$ cat config.mk
export PLATFORM = sky130hd
export DESIGN_NAME = delay_pipe_credit_fifo_flat
export DESIGN_NICKNAME = d
export VERILOG_FILES = /design/src/rtl/delay_pipe_credit_fifo_if.sv /design/src/rtl/delay_pipe_credit_fifo.sv /design/src/flat_wrapper.sv
export SDC_FILE = /design/constraint.sdc
export NUM_CORES = 1
export LEC_CHECK = 0
export ABC_CLOCK_PERIOD_IN_PS = 5800
export CAP_MARGIN = 20
export CELL_PAD_IN_SITES_DETAIL_PLACEMENT = 0
export CELL_PAD_IN_SITES_GLOBAL_PLACEMENT = 1
export CORE_ASPECT_RATIO = 1.1
export CORE_MARGIN = 2
export CORE_UTILIZATION = 25
export CTS_BUF_LIST = sky130_fd_sc_hd__clkbuf_4
export DETAILED_ROUTE_END_ITERATION = 8
export PLACE_DENSITY_LB_ADDON = 0.1
export SYNTH_ARGS = -nofsm -noshare
export SYNTH_HDL_FRONTEND = slang
export SYNTH_SLANG_ARGS = --single-unit
$ cat constraint.sdc
create_clock -name clk -period 5.8 [get_ports clk]
set_input_delay 1.16 -clock clk [delete_from_list [all_inputs] [get_ports clk]]
set_output_delay 1.16 -clock clk [all_outputs]
set_load 0.02 [all_outputs]
$ cat src/rtl/delay_pipe_credit_fifo_if.sv
// Handshake bundle for the credit-managed receive buffer: issue credit, pipe push and consumer pop.
// The slave modport is the buffer; the master modport is the issuer/pipe/consumer side.
interface delay_pipe_credit_fifo_if #(
    parameter int W = 32,
    parameter int D = 8
);
    logic                       iss_vld;
    logic                       iss_rdy;
    logic [W-1:0]               pipe_dat;
    logic                       pipe_vld;
    logic [W-1:0]               out_dat;
    logic                       out_vld;
    logic                       out_rdy;
    logic [$clog2(D+1)-1:0]     credits_r;
    logic                       err_r;

    modport master (
        output iss_vld, pipe_dat, pipe_vld, out_rdy,
        input  iss_rdy, out_dat, out_vld, credits_r, err_r
    );

    modport slave (
        input  iss_vld, pipe_dat, pipe_vld, out_rdy,
        output iss_rdy, out_dat, out_vld, credits_r, err_r
    );
endinterface

$ cat src/rtl/delay_pipe_credit_fifo.sv
// Receive FIFO behind a no-backpressure delay pipe; credits gate issue into the pipe
// and return one at a time as the consumer pops words.
module delay_pipe_credit_fifo #(
    parameter int W = 32,
    parameter int D = 8
) (
    input logic                     clk,
    input logic                     rst,
    delay_pipe_credit_fifo_if.slave bus
);
    localparam int            CW    = $clog2(D + 1);
    localparam int            PW    = (D > 1) ? $clog2(D) : 1;
    localparam logic [CW-1:0] D_CNT = CW'(D);
    localparam logic [PW-1:0] LAST  = PW'(D - 1);

    logic [CW-1:0] cnt_q, cnt_d;
    logic [CW-1:0] occ_q, occ_d;
    logic [PW-1:0] rd_q, rd_d;
    logic [PW-1:0] wr_q, wr_d;
    logic          err_q, err_d;
    logic [W-1:0]  mem_q [D];
    logic [W-1:0]  mem_d [D];

    logic iss;
    logic pop;
    logic full;
    logic push_ok;

    // Depth need not be a power of two, so pointers wrap explicitly.
    function automatic logic [PW-1:0] next_ptr(input logic [PW-1:0] p);
        return (p == LAST) ? '0 : p + 1'b1;
    endfunction

    always_comb begin
        iss     = bus.iss_vld & (cnt_q != '0);
        pop     = (occ_q != '0) & bus.out_rdy;
        full    = (occ_q == D_CNT);
        // At full a simultaneous pop frees the slot the write lands in.
        push_ok = bus.pipe_vld & (~full | pop);

        cnt_d = cnt_q;
        if (iss && !pop) begin
            cnt_d = cnt_q - 1'b1;
        end else if (pop && !iss) begin
            cnt_d = cnt_q + 1'b1;
        end

        occ_d = occ_q;
        if (push_ok && !pop) begin
            occ_d = occ_q + 1'b1;
        end else if (pop && !push_ok) begin
            occ_d = occ_q - 1'b1;
        end

        wr_d  = push_ok ? next_ptr(wr_q) : wr_q;
        rd_d  = pop ? next_ptr(rd_q) : rd_q;
        err_d = err_q | (bus.iss_vld & (cnt_q == '0)) | (bus.pipe_vld & full & ~pop);

        mem_d = mem_q;
        if (push_ok) begin
            mem_d[wr_q] = bus.pipe_dat;
        end
    end

    always_ff @(posedge clk) begin
        if (rst) begin
            cnt_q <= D_CNT;
            occ_q <= '0;
            rd_q  <= '0;
            wr_q  <= '0;
            err_q <= 1'b0;
        end else begin
            cnt_q <= cnt_d;
            occ_q <= occ_d;
            rd_q  <= rd_d;
            wr_q  <= wr_d;
            err_q <= err_d;
        end
    end

    // Storage needs no reset; out_dat is only meaningful while out_vld is high.
    always_ff @(posedge clk) begin
        mem_q <= mem_d;
    end

    assign bus.iss_rdy   = (cnt_q != '0);
    assign bus.out_vld   = (occ_q != '0);
    assign bus.out_dat   = mem_q[rd_q];
    assign bus.credits_r = cnt_q;
    assign bus.err_r     = err_q;
endmodule

$ cat src/flat_wrapper.sv
// flat-port wrapper written by rule: the top's interface ports become plain ports
module delay_pipe_credit_fifo_flat 
#(
    parameter int W = 32,
    parameter int D = 8
)
  (clk, rst, bus_iss_vld, bus_pipe_dat, bus_pipe_vld, bus_out_rdy, bus_iss_rdy, bus_out_dat, bus_out_vld, bus_credits_r, bus_err_r);
  delay_pipe_credit_fifo_if #(.W(W), .D(D)) bus_i ();
  input logic clk;
  input logic rst;
  input wire logic [$bits(bus_i.iss_vld)-1:0] bus_iss_vld;
  input wire logic [$bits(bus_i.pipe_dat)-1:0] bus_pipe_dat;
  input wire logic [$bits(bus_i.pipe_vld)-1:0] bus_pipe_vld;
  input wire logic [$bits(bus_i.out_rdy)-1:0] bus_out_rdy;
  output wire logic [$bits(bus_i.iss_rdy)-1:0] bus_iss_rdy;
  output wire logic [$bits(bus_i.out_dat)-1:0] bus_out_dat;
  output wire logic [$bits(bus_i.out_vld)-1:0] bus_out_vld;
  output wire logic [$bits(bus_i.credits_r)-1:0] bus_credits_r;
  output wire logic [$bits(bus_i.err_r)-1:0] bus_err_r;
  assign bus_i.iss_vld = bus_iss_vld;
  assign bus_i.pipe_dat = bus_pipe_dat;
  assign bus_i.pipe_vld = bus_pipe_vld;
  assign bus_i.out_rdy = bus_out_rdy;
  assign bus_iss_rdy = bus_i.iss_rdy;
  assign bus_out_dat = bus_i.out_dat;
  assign bus_out_vld = bus_i.out_vld;
  assign bus_credits_r = bus_i.credits_r;
  assign bus_err_r = bus_i.err_r;
  delay_pipe_credit_fifo #(.W(W), .D(D)) u_core (.clk(clk), .rst(rst), .bus(bus_i));
endmodule
==> flow_metrics.env, run 1 <==
export IMPL_status="finished, final reports clean"
export IMPL_busiest_layer="met2"
export IMPL_postSynthCellCount=477
export IMPL_layout_cells_non_filler=1238
export IMPL_syn_area_mm2=0.0105
export IMPL_synth_seq_area_share=0.760
export IMPL_grt_overflow=0
export IMPL_nets=674
export IMPL_grt_pass1_vias=5939
export IMPL_ctsHoldBuffers=0
export IMPL_grt_max_degree=41
export IMPL_mappedNetlistNets=526
export IMPL_synth_top_area_cell="edfxtp_1"
export IMPL_fin_crit_sh=0.808
export IMPL_avgSynthCellArea_um2=22.0
export IMPL_seqPwrFrac=0.455
export IMPL_use_met1=0.145
export IMPL_worst_clock_skew_ns=0.0482
export IMPL_synth_warning_count=0
export IMPL_dp_cells=1107
export IMPL_post_cts_buffers=0
export IMPL_finalHoldViolations=0
export IMPL_core_area_mm2=0.0414
export IMPL_dp_hpwl_um=14000
export IMPL_pre_cts_slack_ns=1.72
export IMPL_gp_congestion=0.646
export IMPL_finalCriticalPeriod_ns=4.68
export IMPL_synth_top_cell_area_share=0.732
export IMPL_routed_via_density=4.25
export IMPL_drt_wl_total_um=24600
export IMPL_p_comb_frac=0.217
export IMPL_drv_slew=0
export IMPL_met2_usage=0.190
export IMPL_root_buffer="clkbuf_4"
export IMPL_fin_tns_setup_ns=0
export IMPL_synth_area_top_cells="edfxtp_1 (73%), mux4_2 (13%), mux2_2 (3.5%), dfxtp_1 (2.9%), ha_1 (1.2%)"
export IMPL_cap_violations=0
export IMPL_drtPass1Iterations=4
export IMPL_synthArstFlopShare=0
export IMPL_peakVddDrop_v=0.000149
export IMPL_cp_max_fo=40
export IMPL_setup_viol=0
export IMPL_ys_ff_latch=271
export IMPL_cp_data_arrival_time_ns=3.52
export IMPL_clkPwrFrac=0.328
export IMPL_wl_per_cell_um=19.9
export IMPL_grtUsageTotal=0.118
export IMPL_use_met3=0.0344
export IMPL_rsz0062_at_grt="no"
export IMPL_ios=76
export IMPL_p_leak_nw=4.14
export IMPL_crit_path_max_incr_delay_ns=0.91
export IMPL_detail_route_antenna_nets=0
export IMPL_port_buffers=75
export IMPL_p_int_mw=3.78
export IMPL_cts_max_level=3
export IMPL_cts_resized_gates=0
export IMPL_synth_cell_types=33
export IMPL_fin_ws_ns=1.12
export IMPL_antenna_found_initial=3
export IMPL_totalPowerFinal_mw=5.19
export IMPL_p_sw_frac=0.273
export IMPL_drtIter0Drc=225
export IMPL_clock_path_buffers=3
export IMPL_r2r_slack_ns=2.80
export IMPL_rows=78
export IMPL_timing_fmax_mhz=213
export IMPL_cts_tree="done"
export IMPL_critPathSlowestCell="dfxtp_4"
export IMPL_area_growth_pct=24.0
export IMPL_required_ns=4.64
export IMPL_worstPathCellList="buf_4 -> mux4_1 -> mux2_2 -> clkdlybuf4s50_1"
export IMPL_grt_pass1_wl_um=36600
export IMPL_vias=5261
export IMPL_cts_sinks=271
export IMPL_die_height_um=219
export IMPL_power_switching_mw=1.42
export IMPL_hold_path_class="reg2reg"
export IMPL_clock_latency_ns=0.72
export IMPL_design_die_area_mm2=0.0437
export IMPL_start_util=0.254
export IMPL_synth_edff_count=256
export IMPL_drcViolationCount=0
export IMPL_startpoint_type="flop"
export IMPL_power_density_mw_per_mm2=399
export IMPL_die_w_um=199
export IMPL_drive_gt1_frac=0.357
export IMPL_synth_top_flop_cell="edfxtp_1"
export IMPL_path_clk_slew_ns=0.06
export IMPL_worstMarginPinSlew_ns=0.857
export IMPL_relSlewSlack=0.429
export IMPL_critPathKind="reg2out"
export IMPL_cp_end_kind="output port"
export IMPL_cts_buffers=76
==> state kept, by name, indices dropped and copies added, names as in the netlist <==
register and count:
u_core.bus.err_r 1, u_core.bus.credits_r 4, u_core.mem_q 256, u_core.occ_q 4, u_core.wr_q 3, u_core.rd_q 3
==> layout by cell type (no fill, tap or decap), types with 2 or more instances in the layout <==
cell	Yosys	final
nor2b_1	2	2
nand2b_1	3	3
clkdlybuf4s50_1	0	75
inv_1	6	6
nand3_1	2	2
dfxtp_4	0	2
nor3_2	0	4
a21oi_1	11	11
inv_2	0	2
clkbuf_4	0	113
nor2_1	17	14
diode_2	0	2
buf_12	0	4
mux2i_1	2	2
dfxtp_1	15	12
fa_1	2	2
or3_1	4	4
mux4_1	3	3
nand2_1	9	9
clkinv_2	0	2
edfxtp_1	256	256
nor4_1	3	2
mux4_2	61	61
buf_4	0	11
nor2_4	0	3
xor2_1	3	3
mux2_2	33	33
clkinv_1	0	10
ha_1	10	10
==> power by group through the flow <==
| stage | registers (mW) | logic [mW] | clock network [mW] |
|---|---|---|---|
| floorplan | 2.33 | 0.794 | 0 |
| global placement | 2.44 | 1.12 | 0 |
| detailed placement | 2.42 | 1.16 | 0 |
| CTS | 2.37 | 1.16 | 1.79 |
| global route | 2.39 | 1.23 | 1.89 |
| finish | 2.36 | 1.13 | 1.70 |
==> kinds of logic (layout without fill, tap and decap cells) <==
| logic type | Yosys count | count (layout) | synth area share |
|---|---|---|---|
| and+or+nand+nor | 48 | 48 | 0.0222 |
| buffers and inverters | 27 | 226 | 0.0138 |
| DFF | 271 | 271 | 0.760 |
| AOI/OAI and AO/OA | 16 | 16 | 0.00905 |
| muxes | 99 | 99 | 0.176 |
| adders and majority gates | 12 | 12 | 0.0157 |
| other | 0 | 2 | 0 |
| xor gates and xnor gates | 4 | 4 | 0.00334 |
==> cells in the mapped netlist (all sizes together) (2+ instances only) <==
library cell,count
a21oi,11
fa,2
nor4,3
dfxtp,15
nor2,17
inv,6
nand2b,3
nand3,2
mux2,33
nor2b,2
or3,4
mux2i,2
edfxtp,256
buf,12
mux4,64
xor2,3
clkbuf,9
ha,10
nand2,9
nor3,4
==> worst max-delay path: cells and delay by family (launching register included) <==
family                 cells  cell delay [ns]
buffers and inverters      2             1.00
multiplexers               2             0.87
flip-flops                 1             0.91
==> final timing paths <==
| path | startpoint | end | depth (start not counted) |
|---|---|---|---|
| min | u_core.bus.err_r | u_core.bus.err_r | 2 |
| max reg2reg | u_core.occ_q[0] | u_core.occ_q[3] | 10 |
| min reg2reg | u_core.bus.err_r | u_core.bus.err_r | 2 |
| max | u_core.rd_q[0] | bus_out_dat[2] | 4 |
==> stage by stage <==
stage           util  area (um2)  hold slack (ns)
2_1_floorplan      -       10500            0.489
3_3_place_gp   0.289       12000            0.510
3_5_place_dp   0.292       12100            0.520
4_1_cts        0.315       13000            0.532
5_1_grt        0.315       13000            0.565
6_report       0.315       13000            0.511
==> per-layer routing <==
metal	vias up	share of wire
met3	57	0.052
met5	-	0.00041
li1	2334	-
met1	2743	0.43
met4	2	0.026
met2	125	0.49
==> final cells by class <==
type	count	area, um2
clock inverters	16	92.6
well taps	560	701
flip-flops and latches	271	8000
inverters	6	22.5
multi-input cells	179	2420
repair buffers	91	941
clock buffers	113	848
fillers	4071	28400
diodes	2	5.00
Note: power is estimated with default switching activity, not from simulation.
==> inputs of run 2 (changes only) <==
Settings changed: ABC_CLOCK_PERIOD_IN_PS 5800 to 4100.
Clock period 5.8 ns to 4.1 ns, I/O delays scaled along.
==> run 2 against run 1 <==
- global-route usage rose by 0.084 points
- via count is 0.29% lower
- die area did not move
- sequential cell count did not move
- clock power is 42% higher
- worst hold slack got worse by 0.011 ns
- register-to-register slack got worse by 1.7 ns
- worst setup slack got worse by 0.83 ns
- non-clock buffer count is 7 higher
- clock-buffer cell count is 4 lower
- sequential power increased by 40%
==> flow_metrics.env, run 2 (synthesis gave the netlist of run 1 again) <==
export IMPL_clock_latency_ns=0.71
export IMPL_p_comb_frac=0.229
export IMPL_fin_ws_ns=0.285
export IMPL_nets=680
export IMPL_grtUsageTotal=0.119
export IMPL_peakVddDrop_v=0.000197
export IMPL_area_growth_pct=24.8
export IMPL_start_util=0.254
export IMPL_dp_hpwl_um=13600
export IMPL_critPathKind="reg2out"
export IMPL_grt_pass1_vias=5947
export IMPL_fin_crit_sh=0.931
export IMPL_rsz0062_at_grt="no"
export IMPL_finalHoldViolations=0
export IMPL_gp_congestion=0.676
export IMPL_root_buffer="clkbuf_4"
export IMPL_worstPathCellList="buf_4 -> mux4_2 -> mux2_2 -> clkdlybuf4s50_1"
export IMPL_drv_slew=0
export IMPL_grt_pass1_wl_um=37100
export IMPL_timing_fmax_mhz=262
export IMPL_r2r_slack_ns=1.06
export IMPL_detail_route_antenna_nets=0
export IMPL_crit_path_max_incr_delay_ns=0.63
export IMPL_cts_tree="done"
export IMPL_worstMarginPinSlew_ns=0.629
export IMPL_vias=5246
export IMPL_wl_per_cell_um=20.0
export IMPL_grt_overflow=0
export IMPL_design_die_area_mm2=0.0437
export IMPL_status="finished, final reports clean"
export IMPL_cap_violations=0
export IMPL_cp_max_fo=19
export IMPL_cp_buffers_inverters=2
export IMPL_p_int_mw=5.40
export IMPL_cts_resized_gates=0
export IMPL_drcViolationCount=0
export IMPL_clock_path_buffers=3
export IMPL_finalCriticalPeriod_ns=3.82
export IMPL_hold_path_class="reg2reg"
export IMPL_p_sw_frac=0.272
export IMPL_dp_cells=1112
export IMPL_core_area_mm2=0.0414
export IMPL_cts_buffers=75
export IMPL_final_area_mm2=0.0131
export IMPL_relSlewSlack=0.579
export IMPL_final_common_cell="edfxtp_1"
export IMPL_grt_max_degree=28
export IMPL_drtIter0Drc=221
export IMPL_cp_end_kind="output port"
export IMPL_regMostFlops="u_core.mem_q"
export IMPL_required_ns=3.28
export IMPL_placed_area_mm2=0.0121
export IMPL_hold_ws_ns=0.500
export IMPL_die_w_um=199
export IMPL_cts_sinks=271
export IMPL_final_cell_mix="edfxtp_1 (256), clkbuf_4 (109), clkdlybuf4s50_1 (75), mux4_2 (61), mux2_2 (33)"
export IMPL_ios=76
export IMPL_fin_tns_setup_ns=0
export IMPL_drtPass1Iterations=5
export IMPL_path_clk_slew_ns=0.06
export IMPL_pre_cts_slack_ns=0.388
export IMPL_seqPwrFrac=0.444
export IMPL_power_switching_mw=2.02
export IMPL_critPathSlowestCell="dfxtp_4"
export IMPL_worst_clock_skew_ns=0.0283
export IMPL_largest_register_ffs=256
export IMPL_fillers=4049
export IMPL_port_buffers=75
export IMPL_totalPowerFinal_mw=7.42
export IMPL_setup_viol=0
export IMPL_startpoint_type="flop"
export IMPL_drt_wl_total_um=24900
export IMPL_clkPwrFrac=0.327
export IMPL_cp_data_arrival_time_ns=3.00
export IMPL_routed_via_density=4.21
export IMPL_p_leak_nw=4.18
export IMPL_crit_family="buffers and inverters"
export IMPL_final_util=0.317
export IMPL_power_density_mw_per_mm2=566
export IMPL_cts_max_level=3
export IMPL_die_height_um=219
export IMPL_rows=78
export IMPL_drive_gt1_frac=0.358
export IMPL_layout_cells_non_filler=1245
export IMPL_antenna_found_initial=3
[run 2: final cells by class]
cell class / count / area [um2] / share of cell area
clock buffers: 109 / 818 / 0.0624
flip-flops and latches: 271 / 8000 / 0.610
clock inverters: 18 / 121 / 0.00926
well taps: 560 / 701 / 0.0534
diodes: 4 / 10.0 / 0.000764
inverters: 6 / 22.5 / 0.00172
multi-input cells: 179 / 2430 / 0.185
repair buffers: 98 / 1010 / 0.0771
[run 2: final timing paths]
check	start	end	cells after the start
worst max-delay path	u_core.rd_q[0]	bus_out_dat[31]	4
worst min-delay path	u_core.bus.err_r	u_core.bus.err_r	2
worst max register to register	u_core.occ_q[0]	u_core.occ_q[3]	10
worst min register to register	u_core.bus.err_r	u_core.bus.err_r	2
[run 2: worst reg2reg max path: cells and delay by family (launching register included)]
kind	cells	cell delay, ns
adder cells (fa/ha/maj)	2	0.53
flip-flops	1	0.36
AND/OR/NAND/NOR	1	0.43
multiplexers	1	0.34
AO/OA/AOI/OAI	4	0.92
buffers and inverters	2	0.34
[run 2: power groups by stage]
stage / Sequential, mW / Clock [mW] / Combinational [mW]
6_report: 3.30 / 2.42 / 1.70
5_1_grt: 3.32 / 2.68 / 1.86
4_1_cts: 3.30 / 2.55 / 1.76
3_5_place_dp: 3.41 / 0 / 1.65
3_3_place_gp: 3.41 / 0 / 1.65
2_1_floorplan: 3.29 / 0 / 1.12
[run 2: layer usage]
metal / part of all wire / track usage
met1: 0.43 / 0.142
met2: 0.50 / 0.199
met3: 0.053 / 0.0380
met4: 0.019 / 0.0454
met5: 0.00052 / 0
[run 2: timing repair]
action                                  in CTS  in global routing
hold endpoints to repair                     0                  0
setup buffers                                2                  0
endpoints found under the setup margin      18                  0
hold buffers                                 0                  0
